### src/rtl/s420_ctrl_pkg.sv
// rtl/s420_ctrl_pkg.sv - shared types and defaults for the s420 sweep controller
package s420_ctrl_pkg;

  localparam int S420_CNT_W  = 16;
  localparam int S420_MASK_W = 17;
  localparam int S420_HITS_W = 8;

  typedef enum logic [1:0] {
    ST_IDLE,
    ST_LOAD,
    ST_RUN,
    ST_DONE
  } state_e;

  typedef struct packed {
    logic                   hit;
    logic [S420_CNT_W-1:0]  first;
    logic [S420_HITS_W-1:0] hits;
    logic                   aborted;
  } res_t;

  function automatic logic [S420_HITS_W-1:0] sat_inc(input logic [S420_HITS_W-1:0] v);
    return (v == '1) ? v : v + 1'b1;
  endfunction

endpackage

### src/rtl/s420_sweep_budget.sv
// rtl/s420_sweep_budget.sv - remaining-cycle down-counter and RUN index up-counter
module s420_sweep_budget #(
  parameter int CNT_W = 16
) (
  input  logic             clk_i,
  input  logic             rst_ni,
  input  logic             load_i,
  input  logic             step_i,
  input  logic [CNT_W-1:0] budget_i,
  output logic [CNT_W-1:0] idx_o,
  output logic             last_o
);

  logic [CNT_W-1:0] remaining_q, remaining_d;
  logic [CNT_W-1:0] idx_q, idx_d;

  always_comb begin
    remaining_d = remaining_q;
    idx_d       = idx_q;
    if (load_i) begin
      remaining_d = budget_i;
      idx_d       = '0;
    end else if (step_i) begin
      remaining_d = remaining_q - 1'b1;
      idx_d       = idx_q + 1'b1;
    end
  end

  always_ff @(posedge clk_i or negedge rst_ni) begin
    if (!rst_ni) begin
      remaining_q <= '0;
      idx_q       <= '0;
    end else begin
      remaining_q <= remaining_d;
      idx_q       <= idx_d;
    end
  end

  assign idx_o  = idx_q;
  assign last_o = (remaining_q == CNT_W'(1));

endmodule

### src/rtl/s420_sweep_ctrl.sv
// rtl/s420_sweep_ctrl.sv - sweep sequencer driving s420 compare vector and count enable
module s420_sweep_ctrl
  import s420_ctrl_pkg::*;
#(
  parameter int CNT_W  = S420_CNT_W,
  parameter int MASK_W = S420_MASK_W,
  parameter int HITS_W = S420_HITS_W
) (
  input  logic              CK,
  input  logic              RN,
  input  logic              cmd_valid,
  output logic              cmd_ready,
  input  logic [MASK_W-1:0] cmd_mask,
  input  logic [CNT_W-1:0]  cmd_budget,
  input  logic              cmd_stop_on_hit,
  input  logic              abort,
  output logic              ctr_en,
  output logic [MASK_W-1:0] ctr_cmp,
  input  logic              ctr_z,
  output logic              busy,
  output logic              res_valid,
  input  logic              res_ready,
  output logic              res_hit,
  output logic [CNT_W-1:0]  res_first,
  output logic [HITS_W-1:0] res_hits,
  output logic              res_aborted
);

  state_e            state_q, state_d;
  logic              ctr_en_q, ctr_en_d;
  logic [MASK_W-1:0] ctr_cmp_q, ctr_cmp_d;
  logic [CNT_W-1:0]  budget_q, budget_d;
  logic              stop_q, stop_d;
  res_t              res_q, res_d;

  logic              cnt_load;
  logic              cnt_step;
  logic [CNT_W-1:0]  idx;
  logic              last;

  s420_sweep_budget #(.CNT_W(CNT_W)) u_budget (
    .clk_i   (CK),
    .rst_ni  (RN),
    .load_i  (cnt_load),
    .step_i  (cnt_step),
    .budget_i(budget_q),
    .idx_o   (idx),
    .last_o  (last)
  );

  always_comb begin
    state_d   = state_q;
    ctr_en_d  = ctr_en_q;
    ctr_cmp_d = ctr_cmp_q;
    budget_d  = budget_q;
    stop_d    = stop_q;
    res_d     = res_q;
    cnt_load  = 1'b0;
    cnt_step  = 1'b0;
    case (state_q)
      ST_IDLE: begin
        if (cmd_valid) begin
          ctr_cmp_d = cmd_mask;
          budget_d  = cmd_budget;
          stop_d    = cmd_stop_on_hit;
          res_d     = '0;
          state_d   = ST_LOAD;
        end
      end
      ST_LOAD: begin
        if (abort) begin
          res_d.aborted = 1'b1;
          state_d       = ST_DONE;
        end else if (budget_q == '0) begin
          state_d = ST_DONE;
        end else begin
          ctr_en_d = 1'b1;
          cnt_load = 1'b1;
          state_d  = ST_RUN;
        end
      end
      ST_RUN: begin
        cnt_step = 1'b1;
        // The exit cycle's Z is still counted, so statistics update before the exit test.
        if (ctr_z) begin
          res_d.hits = sat_inc(res_q.hits);
          if (!res_q.hit) begin
            res_d.hit   = 1'b1;
            res_d.first = idx;
          end
        end
        if (abort || last || (stop_q && ctr_z)) begin
          ctr_en_d      = 1'b0;
          res_d.aborted = abort;
          state_d       = ST_DONE;
        end
      end
      ST_DONE: begin
        if (res_ready) state_d = ST_IDLE;
      end
      default: state_d = ST_IDLE;
    endcase
  end

  always_ff @(posedge CK or negedge RN) begin
    if (!RN) begin
      state_q   <= ST_IDLE;
      ctr_en_q  <= 1'b0;
      ctr_cmp_q <= '0;
      budget_q  <= '0;
      stop_q    <= 1'b0;
      res_q     <= '0;
    end else begin
      state_q   <= state_d;
      ctr_en_q  <= ctr_en_d;
      ctr_cmp_q <= ctr_cmp_d;
      budget_q  <= budget_d;
      stop_q    <= stop_d;
      res_q     <= res_d;
    end
  end

  assign cmd_ready   = (state_q == ST_IDLE);
  assign busy        = (state_q == ST_LOAD) || (state_q == ST_RUN);
  assign res_valid   = (state_q == ST_DONE);
  assign ctr_en      = ctr_en_q;
  assign ctr_cmp     = ctr_cmp_q;
  assign res_hit     = res_q.hit;
  assign res_first   = res_q.first;
  assign res_hits    = res_q.hits;
  assign res_aborted = res_q.aborted;

endmodule

### config.mk
export PLATFORM = sky130hd
export DESIGN_NAME = s420_sweep_ctrl
export DESIGN_NICKNAME = d
export VERILOG_FILES = /design/src/rtl/s420_ctrl_pkg.sv /design/src/rtl/s420_sweep_budget.sv /design/src/rtl/s420_sweep_ctrl.sv
export SDC_FILE = /design/constraint.sdc
export NUM_CORES = 1
export LEC_CHECK = 0
export ABC_AREA = 0
export CORE_MARGIN = 8
export CORE_UTILIZATION = 47
export CTS_BUF_LIST = sky130_fd_sc_hd__clkbuf_16
export DETAILED_ROUTE_END_ITERATION = 8
export PLACE_DENSITY = 0.86
export SLEW_MARGIN = 20
export SYNTH_ARGS = -nofsm -noshare
export SYNTH_HDL_FRONTEND = slang
export SYNTH_HIERARCHICAL = 1
export SYNTH_SLANG_ARGS = --single-unit
### constraint.sdc
create_clock -name CK -period 2.07 [get_ports CK]
set_input_delay 0.414 -clock CK [delete_from_list [all_inputs] [get_ports CK]]
set_output_delay 0.414 -clock CK [all_outputs]
set_load 0.02 [all_outputs]
### Yosys cells after proc, flatten, opt, wreduce, memory -nomap -nowiden

Index checks and enable logic that the tools add are counted.

* register bits after elaboration: 95
* input bits: 40
* output and inout bits: 47
* word-level logic and storage cells: 71

* add/sub/neg operators: 3
* eq/ne operators: 14
* muxes and demuxes: 26
* reductions and logical operators: 17

Operators by type and width (number)
* 16-bit two-way mux: 5
* 25-bit case mux with 2 select lines: 1
* 26-bit two-way mux: 1
* 25-bit two-way mux: 1
* 16-bit by 1-bit adder with 16-bit output, second input constant: 1
* 16-bit by 1-bit equality test with 1-bit output, second input constant: 1
* 16-bit logical NOT: 1
* 2-bit inequality test, second input constant: 8
* 4-bit AND reduction: 4
* 16-bit by 1-bit subtractor with 16-bit output, second input constant: 1
* 1-bit two-way mux: 10
* 8-bit by 1-bit adder with 8-bit output, second input constant: 1
* 8-bit equality test, second input constant: 1
* 2-bit two-way mux: 4
* 8-bit two-way mux: 1
* 2-bit case mux with 4 select lines: 1
* 3-bit AND reduction: 2
* 2-bit nonzero test: 3
* 2-bit equality test, second input constant: 2
* 1-bit logical OR: 3
* 1-bit case mux with 3 select lines: 1
* 3-bit nonzero test: 1
* 2-bit by 1-bit equality test with 1-bit output, second input constant: 1
* 2-bit logical NOT: 1
* other kinds (4): 4

### Depth between registers and ports, before layout

* depth after elaboration: 5
* mapped depth: 8

### Hierarchy

Netlist, hierarchy kept.

By module, submodules not included
* s420_sweep_ctrl: instances 1, cells each 207, area each 2720.1 um^2, seq. area each 1576.5 um^2
* s420_sweep_budget: instances 1, cells each 186, area each 1721.7 um^2, seq. area each 800.8 um^2

### Worst setup path before layout

No wires, ideal clock.

* kind: register -> register
* start: register state_q[0]
* end: register u_budget.remaining_q[15]
* setup time: 0.082 ns
* arrival: 2.037 ns
* path slack: -0.049 ns
* stages on the path, launching flop included: 7
* path buffers: 0
* clock period less this slack: 2.119 ns
* cell sequence: dfrtp_1 -> inv_1 -> ha_1 -> nor3b_1 -> nand2_1 -> or4_1 -> a31oi_1

* word-level cells in the longest chain between the ends: 3
* elaborated cells on any way between the ends: 6

Ends and longest elaborated chain
* from (decl): line s420_sweep_ctrl.sv:29 `state_e state_q, state_d;`
* from (signal assigned): line s420_sweep_ctrl.sv:114 `state_q <= state_d;`
* 2-bit equality test: line s420_sweep_ctrl.sv:60 `case (state_q)`
* 1-bit two-way mux: line s420_sweep_ctrl.sv:60
* via cnt_step: line s420_sweep_ctrl.sv:37 `logic cnt_step;`
* 2-bit nonzero test (no source line)
* to (signal assigned): line s420_sweep_budget.sv:34 `remaining_q <= remaining_d;`
* to (decl): line s420_sweep_budget.sv:14 `logic [CNT_W-1:0] remaining_q, remaining_d;`

The timed path passes the listed nets, and every way through them passes these cells.
A chain may end at the register's enable or synchronous reset.

### Worst setup path after layout

* start: register budget_q[15]
* end: register u_budget.remaining_q[14]

* word-level cells in the longest chain between the ends: 5
* elaborated cells on any way between the ends: 6

Ends and longest elaborated chain
* from (decl): line s420_sweep_ctrl.sv:32 `logic [CNT_W-1:0] budget_q, budget_d;`
* from (signal assigned): line s420_sweep_ctrl.sv:117 `budget_q <= budget_d;`
* 16-bit logical NOT (*): line s420_sweep_ctrl.sv:74 `end else if (budget_q == '0) begin`
* 1-bit two-way mux (*): line s420_sweep_ctrl.sv:74
* 1-bit two-way mux (*): line s420_sweep_ctrl.sv:71 `if (abort) begin`
* 1-bit two-way mux (*): line s420_sweep_ctrl.sv:60
* via cnt_load: line s420_sweep_ctrl.sv:36 `logic cnt_load;`
* 16-bit two-way mux / 2-bit nonzero test (equally long branches)

Mark *: on every way through the listed nets, which the timed path passes. The rest lies on a longest branch.

==> impl_metrics.py <==
metrics = {
    "yosys": {
        "synth_top_cells_by_area": "dfrtp_1, mux2_2, a22o_1",
        "syn_area_per_cell_sq_um": 11.3,
        "yosys.cell_count.top_type": "dfrtp_1",
        "synth-edff-count": 0,
        "async_flop_share": 1.00,
        "postSynthNetCount": 443,
        "synthMuxAreaShare": 0.0958,
        "yosys.area_share.simple": 0.163,
        "synthTopCellsByCount": "dfrtp_1, mux2_2, nand2_1",
        "ys.flop_type": "dfrtp_1",
        "yosysUniqueCellTypes": 47,
        "synthCells": 393,
        "syn_area_sq_mm": 0.00444,
        "synth_top_family_by_area": "simple AND/OR/NAND/NOR gates",
        "ys_seq_area_frac": 0.535,
        "synth_area_leader_cell": "dfrtp_1",
        "synth_xor_area_frac": 0.0454,
        "synth-compound-area-share": 0.108,
        "ys_seq_elements": 95,
        "yosys.area_share.adder": 0.0282,
        "ys_warn_count": 6,
        "synth.top_cell.area_share": 0.535,
    },
    "power": {
        "worst_ir_drop_vdd_v": 0.000960,
        "power_density_mw_per_mm2": 1410,
        "p_leak_nw": 2.73,
        "total_power_mw": 8.96,
    },
    "grt": {
        "grt_max_degree": 41,
        "overflow": 0,
        "antenna_found_initial": 0,
        "track_usage": 0.185,
        "grt_pass1_wl_mm": 19.0,
        "grt_pass1_vias": 3914,
    },
    "setup_path": {
        "cpPeakStageDelay_ns": 0.51,
        "cp_cell_sequence": "nor4_4, buf_4, nand4_1, and2_4, buf_4, or4_1, nand3_1",
        "startpoint": "budget_q[15]$_DFFE_PN0P_",
        "crit_fanout": 4,
        "cp-start-kind": "flop",
        "crit_buf_inv": 2,
        "crit_required_ns": 2.34,
        "crit_slowest_cell": "or4_1",
        "r2r-start": "budget_q[15]$_DFFE_PN0P_",
        "critPathArrivalTime_ns": 2.36,
        "crit_top_cell": "buf_4",
        "end_kind": "flop",
        "critPathKind": "reg2reg",
        "cp_top_family": "simple AND/OR/NAND/NOR gates",
    },
    "flow_run": {
        "cap_violations": 0,
    },
    "drt": {
        "first_iter_violations": 214,
        "wl_per_cell_um": 18.3,
        "drc": 0,
        "drt_pre_antenna_iters": 4,
        "drt_wl_total_mm": 11.9,
        "vias": 3684,
        "ant_nets": 0,
        "drt-vias-per-instance": 5.65,
    },
    "status": {
        "run_status": "finished, violations left",
        "violations": "setup timing",
    },
    "sta": {
        "tightest_slew_ns": 0.363,
        "setup_viol": 1,
        "postLayoutSetupSlackWorst_ns": -0.0122,
        "period_needed_ns": 2.08,
        "hold_violations": 0,
        "grt_setup_unrepaired": "yes",
        "fin_skew_ns": 0.00701,
        "slew_headroom": 0.756,
        "fmax_ghz": 0.480,
        "fin_setup_tns_ns": -0.0122,
        "fin_crit_sh": 1.01,
        "drv_slew": 0,
    },
    "cells_and_area": {
        "drive_gt1_frac": 0.268,
        "area_growth_pct": 43.3,
        "fillers": 626,
        "nets": 586,
        "fin_area_sq_mm": 0.00636,
        "final_util": 0.692,
        "antenna_cells": 0,
    },
    "floorplan": {
        "die-area_sq_mm": 0.0128,
        "die_w_um": 113,
        "die_h_um": 113,
        "fp-row-count": 35,
        "ios": 87,
        "core-area_sq_mm": 0.00920,
        "start_util": 0.483,
    },
    "clock_network": {
        "clock-sinks": 95,
        "path_clk_slew_ns": 0.07,
        "clk_latency_ns": 0.34,
        "cts_max_level": 3,
        "cts-root-buf": "clkbuf_16",
        "clockBufferDepth": 2,
        "cts_tree": "done",
        "cts_inserted_buffers": 9,
    },
    "placement": {
        "dpl-instance-area_sq_mm": 0.00585,
        "gp_congestion": 0.892,
        "io_buffers": 86,
        "post-dp-hpwl_mm": 8.25,
    },
    "worst_hold_path": {
        "hold_path.class": "in2async",
    },
}
[power breakdown]
| group | internal [mW] | switching, mW | total (mW) | leakage (nW) |
|---|---|---|---|---|
| sequential | 2.49 | 0.567 | 3.06 | 1.21 |
| clock | 1.05 | 0.680 | 1.73 | 0.147 |
| combinational | 2.15 | 2.02 | 4.17 | 1.37 |
[final cells by class]
| cell class | count | area [sq um] | share of cell area |
|---|---|---|---|
| well taps | 111 | 139 | 0.0218 |
| multi-input cells | 272 | 2100 | 0.331 |
| inverters | 10 | 37.5 | 0.00590 |
| clock buffers | 9 | 225 | 0.0354 |
| clock inverters | 7 | 87.6 | 0.0138 |
| repair buffers | 148 | 1390 | 0.219 |
| flip-flops and latches | 95 | 2380 | 0.374 |
[through the flow]
step	hold slack [ns]	instances	worst slack, ns
2_1_floorplan	0.118	393	0.00594
3_3_place_gp	0.299	630	-0.122
3_5_place_dp	0.302	630	-0.190
4_1_cts	0.472	647	-0.0298
5_1_grt	0.515	652	-0.0688
6_report	0.483	652	-0.0122
[sequential cells by signal (all words and copies together), names as in the netlist]
name / cells
budget_q: 16
ctr_cmp: 17
ctr_en: 1
res_aborted: 1
res_first: 16
res_hit: 1
res_hits: 8
state_q: 2
stop_q: 1
u_budget/idx_o: 16
u_budget/remaining_q: 16
[logic make-up after synthesis]
group,Yosys count
AOI/OAI and AO/OA,71
xor gates and xnor gates,23
adders and majority gates,10
buffers and inverters,26
DFF,95
muxes,38
and+or+nand+nor,130
[worst reg2reg max path, cell delays in order (launching register included)]
cell and delay (ns):
dfrtp_1 0.42, nor4_4 0.32, buf_4 0.16, nand4_1 0.13
and2_4 0.23, buf_4 0.15, or4_1 0.51, nand3_1 0.10
[repair_timing]
action                                 CTS  global route
resized for setup                       14            26
buffers inserted                         0             5
setup endpoints to repair               25            41
pin swaps                                2            14
endpoints found under the hold margin   15             0
hold buffers                             1             0
[layout by cell type, fill, tap and decap left out, types with 3 or more instances in the layout]
cell             synthesis  final
inv_1                   10      6
a22o_1                  19     19
nor3_1                   8      8
or3_1                    6      5
dfrtp_1                 95     94
clkbuf_16                0      9
xnor2_1                 10     10
o21ai_1                  1      3
and4_1                   4      4
nand2b_1                 7      7
xor2_1                  13     13
nor4_2                   2      3
or4_1                    4      4
clkdlybuf4s50_1          0     82
nor2_1                  17     17
ha_1                    10      9
nand3_1                 11     10
nor2b_1                  5      4
mux2_2                  36     35
buf_12                   0      5
nand4_1                 11     11
o21ai_0                 28     26
buf_4                    0     56
inv_2                    0      4
a21oi_1                  8      8
nor4_1                   9      3
nor4_4                   0      5
nand2_1                 30     29
or2_2                    3      3
[layer usage]
metal / vias to the layer above / part of all wire / GRT usage
met5: - / 0 / 0
met4: 0 / 0.023 / 0.0684
met3: 24 / 0.062 / 0.0602
met2: 121 / 0.54 / 0.334
met1: 1819 / 0.38 / 0.195
li1: 1720 / - / -
[path summary, 6_finish.rpt]
check	slack [ns]	cells past startpoint	to
hold reg to reg	0.50	1	res_first[2]$_DFFE_PN0P_
setup / recovery	-0.01	7	u_budget/remaining_q[14]$_DFFE_PN0P_
min in group CK	0.50	1	res_first[2]$_DFFE_PN0P_
setup reg to reg	-0.01	7	u_budget/remaining_q[14]$_DFFE_PN0P_
hold / removal	0.48	2	ctr_en$_DFFE_PN0P_
max in group asynchronous	0.97	3	state_q[0]$_DFFE_PN0P_
No activity file was read; power rests on OpenSTA's default activity.
